### config.mk
export PLATFORM = sky130hd
export DESIGN_NAME = aes_core_seq
export DESIGN_NICKNAME = d
export VERILOG_FILES = /design/src/rtl/aes_core_seq.sv
export SDC_FILE = /design/constraint.sdc
export NUM_CORES = 1
export LEC_CHECK = 0
export ABC_CLOCK_PERIOD_IN_PS = 2870
export CAP_MARGIN = 40
export CORE_MARGIN = 2
export CORE_UTILIZATION = 26
export CTS_BUF_LIST = sky130_fd_sc_hd__clkbuf_16
export DETAILED_ROUTE_END_ITERATION = 10
export HOLD_SLACK_MARGIN = 0.06
export SYNTH_ARGS = -nofsm -noshare
export SYNTH_HDL_FRONTEND = slang
export SYNTH_SLANG_ARGS = --single-unit
### constraint.sdc
create_clock -name clk -period 2.87 [get_ports clk]
set_input_delay 0.7175 -clock clk [delete_from_list [all_inputs] [get_ports clk]]
set_output_delay 0.7175 -clock clk [all_outputs]
set_load 0.02 [all_outputs]
### src/rtl/aes_core_seq.sv
// Sequencer that feeds a 32-bit-wide AES core: it latches a 128-bit block and key, streams the
// text in four words, then collects the four result words once the core reports completion.
module aes_core_seq #(
    parameter int         INIT_CYCLES = 88,
    parameter int         TIMEOUT     = 255,
    parameter logic [7:0] DONE_CODE   = 8'h10
) (
    input  logic         clk,
    input  logic         reset,
    input  logic         in_valid,
    output logic         in_ready,
    input  logic [127:0] in_text,
    input  logic [127:0] in_key,
    input  logic         in_dec,
    output logic         out_valid,
    input  logic         out_ready,
    output logic [127:0] out_text,
    output logic         out_err,
    output logic         busy,
    output logic         core_start,
    output logic [31:0]  core_data_in,
    output logic [127:0] core_key_in,
    output logic         core_selEncDec,
    input  logic [31:0]  core_data_out,
    input  logic [7:0]   core_signals
);

    localparam logic [2:0] S_INIT  = 3'd0;
    localparam logic [2:0] S_IDLE  = 3'd1;
    localparam logic [2:0] S_START = 3'd2;
    localparam logic [2:0] S_LOAD  = 3'd3;
    localparam logic [2:0] S_WAIT  = 3'd4;
    localparam logic [2:0] S_READ  = 3'd5;
    localparam logic [2:0] S_OUT   = 3'd6;

    // One counter serves INIT, START and the WAIT timeout, so size it for the largest span.
    localparam int CNT_MAX = (INIT_CYCLES > TIMEOUT) ? INIT_CYCLES : TIMEOUT;
    localparam int CNT_W   = $clog2(CNT_MAX + 1);

    logic [2:0]       state;
    logic [CNT_W-1:0] cnt;
    logic [1:0]       idx;
    logic [127:0]     text_q;
    logic [127:0]     key_q;
    logic             dec_q;
    logic [127:0]     res_q;
    logic             err_q;

    always_ff @(posedge clk or negedge reset) begin
        if (!reset) begin
            state  <= S_INIT;
            cnt    <= '0;
            idx    <= '0;
            text_q <= '0;
            key_q  <= '0;
            dec_q  <= 1'b0;
            res_q  <= '0;
            err_q  <= 1'b0;
        end else begin
            case (state)
                S_INIT: begin
                    if (cnt == CNT_W'(INIT_CYCLES - 1)) begin
                        state <= S_IDLE;
                        cnt   <= '0;
                    end else begin
                        cnt <= cnt + CNT_W'(1);
                    end
                end
                S_IDLE: begin
                    if (in_valid) begin
                        text_q <= in_text;
                        key_q  <= in_key;
                        dec_q  <= in_dec;
                        cnt    <= '0;
                        state  <= S_START;
                    end
                end
                S_START: begin
                    if (cnt == CNT_W'(1)) begin
                        state <= S_LOAD;
                        idx   <= 2'd0;
                        cnt   <= '0;
                    end else begin
                        cnt <= cnt + CNT_W'(1);
                    end
                end
                S_LOAD: begin
                    idx <= idx + 2'd1;
                    if (idx == 2'd3) begin
                        state <= S_WAIT;
                        cnt   <= '0;
                    end
                end
                S_WAIT: begin
                    // A completion on the timeout edge still counts as a normal result.
                    if (core_signals == DONE_CODE) begin
                        res_q[127:96] <= core_data_out;
                        err_q         <= 1'b0;
                        idx           <= 2'd1;
                        state         <= S_READ;
                    end else if (cnt == CNT_W'(TIMEOUT)) begin
                        res_q <= '0;
                        err_q <= 1'b1;
                        state <= S_OUT;
                    end else begin
                        cnt <= cnt + CNT_W'(1);
                    end
                end
                S_READ: begin
                    case (idx)
                        2'd1:    res_q[95:64] <= core_data_out;
                        2'd2:    res_q[63:32] <= core_data_out;
                        default: res_q[31:0]  <= core_data_out;
                    endcase
                    idx <= idx + 2'd1;
                    if (idx == 2'd3) begin
                        state <= S_OUT;
                    end
                end
                S_OUT: begin
                    if (out_ready) begin
                        state <= S_IDLE;
                    end
                end
                default: state <= S_INIT;
            endcase
        end
    end

    always_comb begin
        core_data_in = '0;
        if (state == S_LOAD) begin
            case (idx)
                2'd0:    core_data_in = text_q[127:96];
                2'd1:    core_data_in = text_q[95:64];
                2'd2:    core_data_in = text_q[63:32];
                default: core_data_in = text_q[31:0];
            endcase
        end
    end

    assign in_ready       = (state == S_IDLE);
    assign busy           = (state != S_IDLE);
    assign out_valid      = (state == S_OUT);
    assign core_start     = (state == S_INIT) || (state == S_START);
    assign out_text       = res_q;
    assign out_err        = err_q;
    assign core_key_in    = key_q;
    assign core_selEncDec = dec_q;

endmodule

* Word level (Yosys, flattened, before mapping) *
Cells that the tools add are included.

word-level totals
  logic and storage cells = 88
  input bits = 301
  output and inout bits = 294
  flip-flop bits (word level) = 399

cells by class
  add/sub/neg operators = 2
  reductions and logical operators = 17
  mux-type cells = 30
  equal/unequal tests = 28

operator list
  kind                                                                    count
  96-bit case mux with 2 select lines                                     1
  32-bit two-way mux                                                      5
  128-bit two-way mux                                                     1
  96-bit two-way mux                                                      1
  32-bit case mux with 3 select lines                                     1
  8-bit two-way mux                                                       6
  8-bit case mux with 5 select lines                                      1
  3-bit two-way mux                                                       8
  2-bit != test (second input constant)                                   12
  3-bit case mux with 7 select lines                                      1
  4-bit AND reduction                                                     3
  3-bit equality test (second input constant)                             3
  8-bit by 1-bit adder with 8-bit output (second input constant)          1
  8-bit by 1-bit equality test with 1-bit output (second input constant)  1
  8-bit by 5-bit equality test with 1-bit output (second input constant)  1
  8-bit by 7-bit equality test with 1-bit output (second input constant)  1
  8-bit equality test (second input constant)                             1
  7-bit AND reduction                                                     1
  3-bit by 2-bit equality test with 1-bit output (second input constant)  2
  2-bit case mux with 3 select lines                                      1
  5-bit AND reduction                                                     1
  5-bit nonzero test                                                      1
  2-bit equality test (second input constant)                             2
  2-bit two-way mux                                                       2
  other kinds (15)                                                        19

* Logic depth before layout (Yosys ltp) *
  depth after elaboration = 4
  depth in mapped cells = 8
  gate-level depth less buffers = 7

* Least setup slack after synthesis *
No wires, ideal clock.

  kind = register -> output
  from = register idx[0]
  to = output port core_data_in[10]
  arrival time = 1.689 ns
  path slack = 0.463 ns
  buffers on the path = 2
  cell stages (with the launch flop) = 9
  required time = 2.152 ns
  cells stage by stage = dfrtp_1 -> inv_1 -> ha_1 -> clkbuf_1 -> clkbuf_1 -> a222oi_1 -> nor2_1 -> a21oi_1 -> nor2_1

between the ends
  word-level cells in the longest chain between the ends = 3
  elaborated cells on any way between the ends = 5
  those cells by class = eq/ne (2); mux (2); reduce/logical (1)

ends and longest elaborated chain
  item                                         RTL line  text
  start, declared                              42        logic [1:0] idx;
  start signal, assigned                       88        idx <= idx + 2'd1;
  start signal, assigned                       115       idx <= idx + 2'd1;
  2-bit equality test (tied with other cells)  133       case (idx)
  32-bit case mux with 3 select lines (*)      133
  32-bit two-way mux (*)                       132       if (state == S_LOAD) begin
  end, declared                                21        output logic [31:0] core_data_in,

Every way passes the cells marked *; elsewhere a longest branch is shown, timed or not.

* Worst setup path after layout *
  from = register idx[0]
  to = output port core_data_in[0]

The elaborated chain is that of the path after synthesis.

==> impl_metrics.json <==
{
  "violations": "negative setup slack",
  "port_buffers": 594,
  "maxSlewViolCount": 0,
  "synthArstFlopShare_pct": 100,
  "cts-buffers-inserted": 48,
  "powerDensity_nw_per_um2": 952,
  "grt_max_degree": 75,
  "ys_warn_count": 0,
  "crit_top_cell": "nor2_1",
  "antenna_left": 0,
  "path_cells": "buf_6, ha_4, buf_12, a222oi_1, nor2_1, a21oi_2, nor2_1, buf_2",
  "drive_above_1_share_pct": 30.0,
  "rows": 91,
  "avgSynthCellArea_sq_um": 14.4,
  "rsz0062_at_grt": "yes",
  "period_minus_slack_ps": 3230,
  "path_clk_slew_ps": 60,
  "routabilityCongestion": 0.804,
  "crit_type": "flip-flop to primary output",
  "htreeDepth": 2,
  "yosysUniqueCellTypes": 46,
  "worstPathArrival_ps": 2510,
  "synth_nets": 1441,
  "grt_pass1_vias": 13100,
  "yosysSeqAreaShare_pct": 61.3,
  "setup_viol": 32,
  "finalHoldViolations": 0,
  "dpl.hpwl_um": 39800,
  "drt-initial-drc-count": 770,
  "core_area_sq_um": 61800,
  "synth_edf_count": 0,
  "slew_headroom_pct": 53.8,
  "syn2layout_area_growth_pct": 56.0,
  "dieHeight_um": 254,
  "seqCellArea_sq_um": 9980,
  "multi_input_area_sq_um": 5960,
  "grt_overflow_total": 0,
  "fin_ws_ps": -360,
  "crit_fanout": 7,
  "synth_area_sq_um": 16300,
  "dpl_worst_slack_ps": -281,
  "p_leak_nw": 11.0,
  "synthFlopType": "dfrtp_1",
  "antenna_found_initial": 7,
  "crit_path_end_kind": "primary output",
  "viasPerCell": 4.55,
  "nFillCells": 5778,
  "crit_path_top_delay_cell": "a222oi_1",
  "hp-class": "primary input to async pin",
  "start_util_pct": 26.4,
  "grt_usage_pct": 16.2,
  "fin_skew_ps": 12.0,
  "cp-start-kind": "flip-flop",
  "drc_errors": 0,
  "status": "complete, but fails checks",
  "crit_required_ps": 2150,
  "insertion_delay_ps": 570,
  "root_buffer": "clkbuf_16",
  "post-route-period-util_pct": 113,
  "wl_per_cell_um": 20.5,
  "dr.pass1.iters": 5,
  "clk_path_buf_depth": 3,
  "drv_cap": 0,
  "fmax_ghz": 0.310,
  "clkSinkCount": 399,
  "grt_pass1_wl_um": 80200,
  "dr_total_vias": 12100,
  "synth-seq-cells": 399,
  "worstMarginPinSlew_ps": 692,
  "synth_cells": 1134,
  "power_mw": 24.2,
  "die_area_sq_um": 64700,
  "wl_um": 54600,
  "cpPeakStageDelay_ps": 540,
  "peakVddDrop_mv": 0.577,
  "die_w_um": 254,
  "io_pins": 595,
  "nets": 2086,
  "cts_tree": "yes"
}
worst paths after layout:
check	slack, ps	start	endpoint	depth (start not counted)
worst min-delay path	160	reset	text_q[0]	1
worst max register to register	500	idx[0]	cnt[2]	10
min in group clk	490	out_text[85]	out_text[85]	1
max in group asynchronous	1950	reset	idx[1]	2
worst max-delay path	-360	idx[0]	core_data_in[0]	8
worst min register to register	490	out_text[85]	out_text[85]	1
registers in the layout (all words and copies together) (netlist names):
register / flops
state: 3
text_q: 128
out_err: 1
core_key_in: 128
cnt: 8
idx: 2
out_text: 128
core_selEncDec: 1
cells by family (layout without fill, tap and decap cells):
group	count (synthesis)	count (layout)	synth area share [%]
flops	399	399	61.3
mux	357	357	24.7
simple gates	153	153	4.59
compound gates	133	133	6.33
buf+inv	85	764	2.58
fa+ha+maj	6	6	0.461
xor+xnor	1	1	0.0538
other cells	0	5	0
cell usage after synthesis (3+ instances only):
cell type / number / area, sq um
mux2_2: 339 / 3820
mux2i_1: 4 / 40.0
nand3_1: 5 / 25.0
ha_1: 6 / 75.1
a222oi_1: 32 / 320
a22o_1: 32 / 280
buf_6: 6 / 67.6
dfrtp_1: 399 / 9980
mux2_1: 11 / 124
nor2_1: 75 / 282
inv_1: 6 / 22.5
buf_2: 33 / 165
o21ai_0: 11 / 55.1
a21oi_1: 40 / 200
and3_1: 36 / 225
mux2_4: 3 / 45.0
nand2_1: 18 / 67.6
clkbuf_1: 36 / 135
buf_4: 4 / 30.0
a22oi_1: 3 / 22.5
cell type report:
type	count	share of cell area, %
clock buffers	49	4.82
clock inverters	35	1.24
flip-flops and latches	399	39.3
diodes	5	0.0492
multi-input cells	650	23.5
inverters	6	0.0886
well taps	837	4.12
repair buffers	674	26.9
routing by layer:
layer	track usage, %	vias up	part of all wire, %
li1	-	5441	-
met1	19.0	6125	39
met2	28.2	437	50
met3	5.36	83	8.6
met4	4.97	6	2.5
met5	0	-	0.060
placed cells by master (no fill, tap or decap), drive strengths merged, types with 14 or more instances in the layout:
| cell | n |
|---|---|
| clkinv | 14 |
| and3 | 36 |
| a222oi | 32 |
| nor2 | 75 |
| buf | 113 |
| inv | 18 |
| clkdlybuf4s50 | 558 |
| nand2 | 19 |
| a22o | 32 |
| clkbuf | 49 |
| mux2 | 353 |
| a21oi | 40 |
| dfrtp | 399 |
worst max-delay path, delay by kind of cell, from the launching register on:
family | cells | cell delay [ps]
flip-flops | 1 | 420
AND/OR/NAND/NOR | 2 | 170
adder cells (fa/ha/maj) | 1 | 180
AO/OA/AOI/OAI | 2 | 690
buffers and inverters | 3 | 460
metrics by stage:
| stage | instances | setup TNS [ps] | util, % | hold slack, ps | instance area [sq um] |
|---|---|---|---|---|---|
| after floorplan | 1134 | 0 | - | 422 | 16300 |
| after global placement | 2547 | -485 | 38.3 | 473 | 23700 |
| after detailed placement | 2547 | -490 | 38.3 | 481 | 23700 |
| after CTS | 2649 | -8000 | 41.1 | 151 | 25400 |
| after global routing | 2652 | -11030 | 41.1 | 180 | 25400 |
| final | 2655 | -6420 | 41.1 | 155 | 25400 |
power breakdown:
group / leakage [nW] / internal (mW) / switching [mW]
clock network: 0.775 / 3.54 / 2.43
logic: 5.22 / 5.05 / 4.48
registers: 5.04 / 7.58 / 1.11
total: 11.0 / 16.2 / 8.02
what timing repair did:
| action | in CTS | in global routing |
|---|---|---|
| pin swaps | 34 | 23 |
| cloned | 4 | 0 |
| setup buffers | 14 | 3 |
| hold buffers | 0 | 0 |
| resized for setup | 173 | 7 |
| setup endpoints to repair | 35 | 32 |
Note: power is estimated with default switching activity, not from simulation.
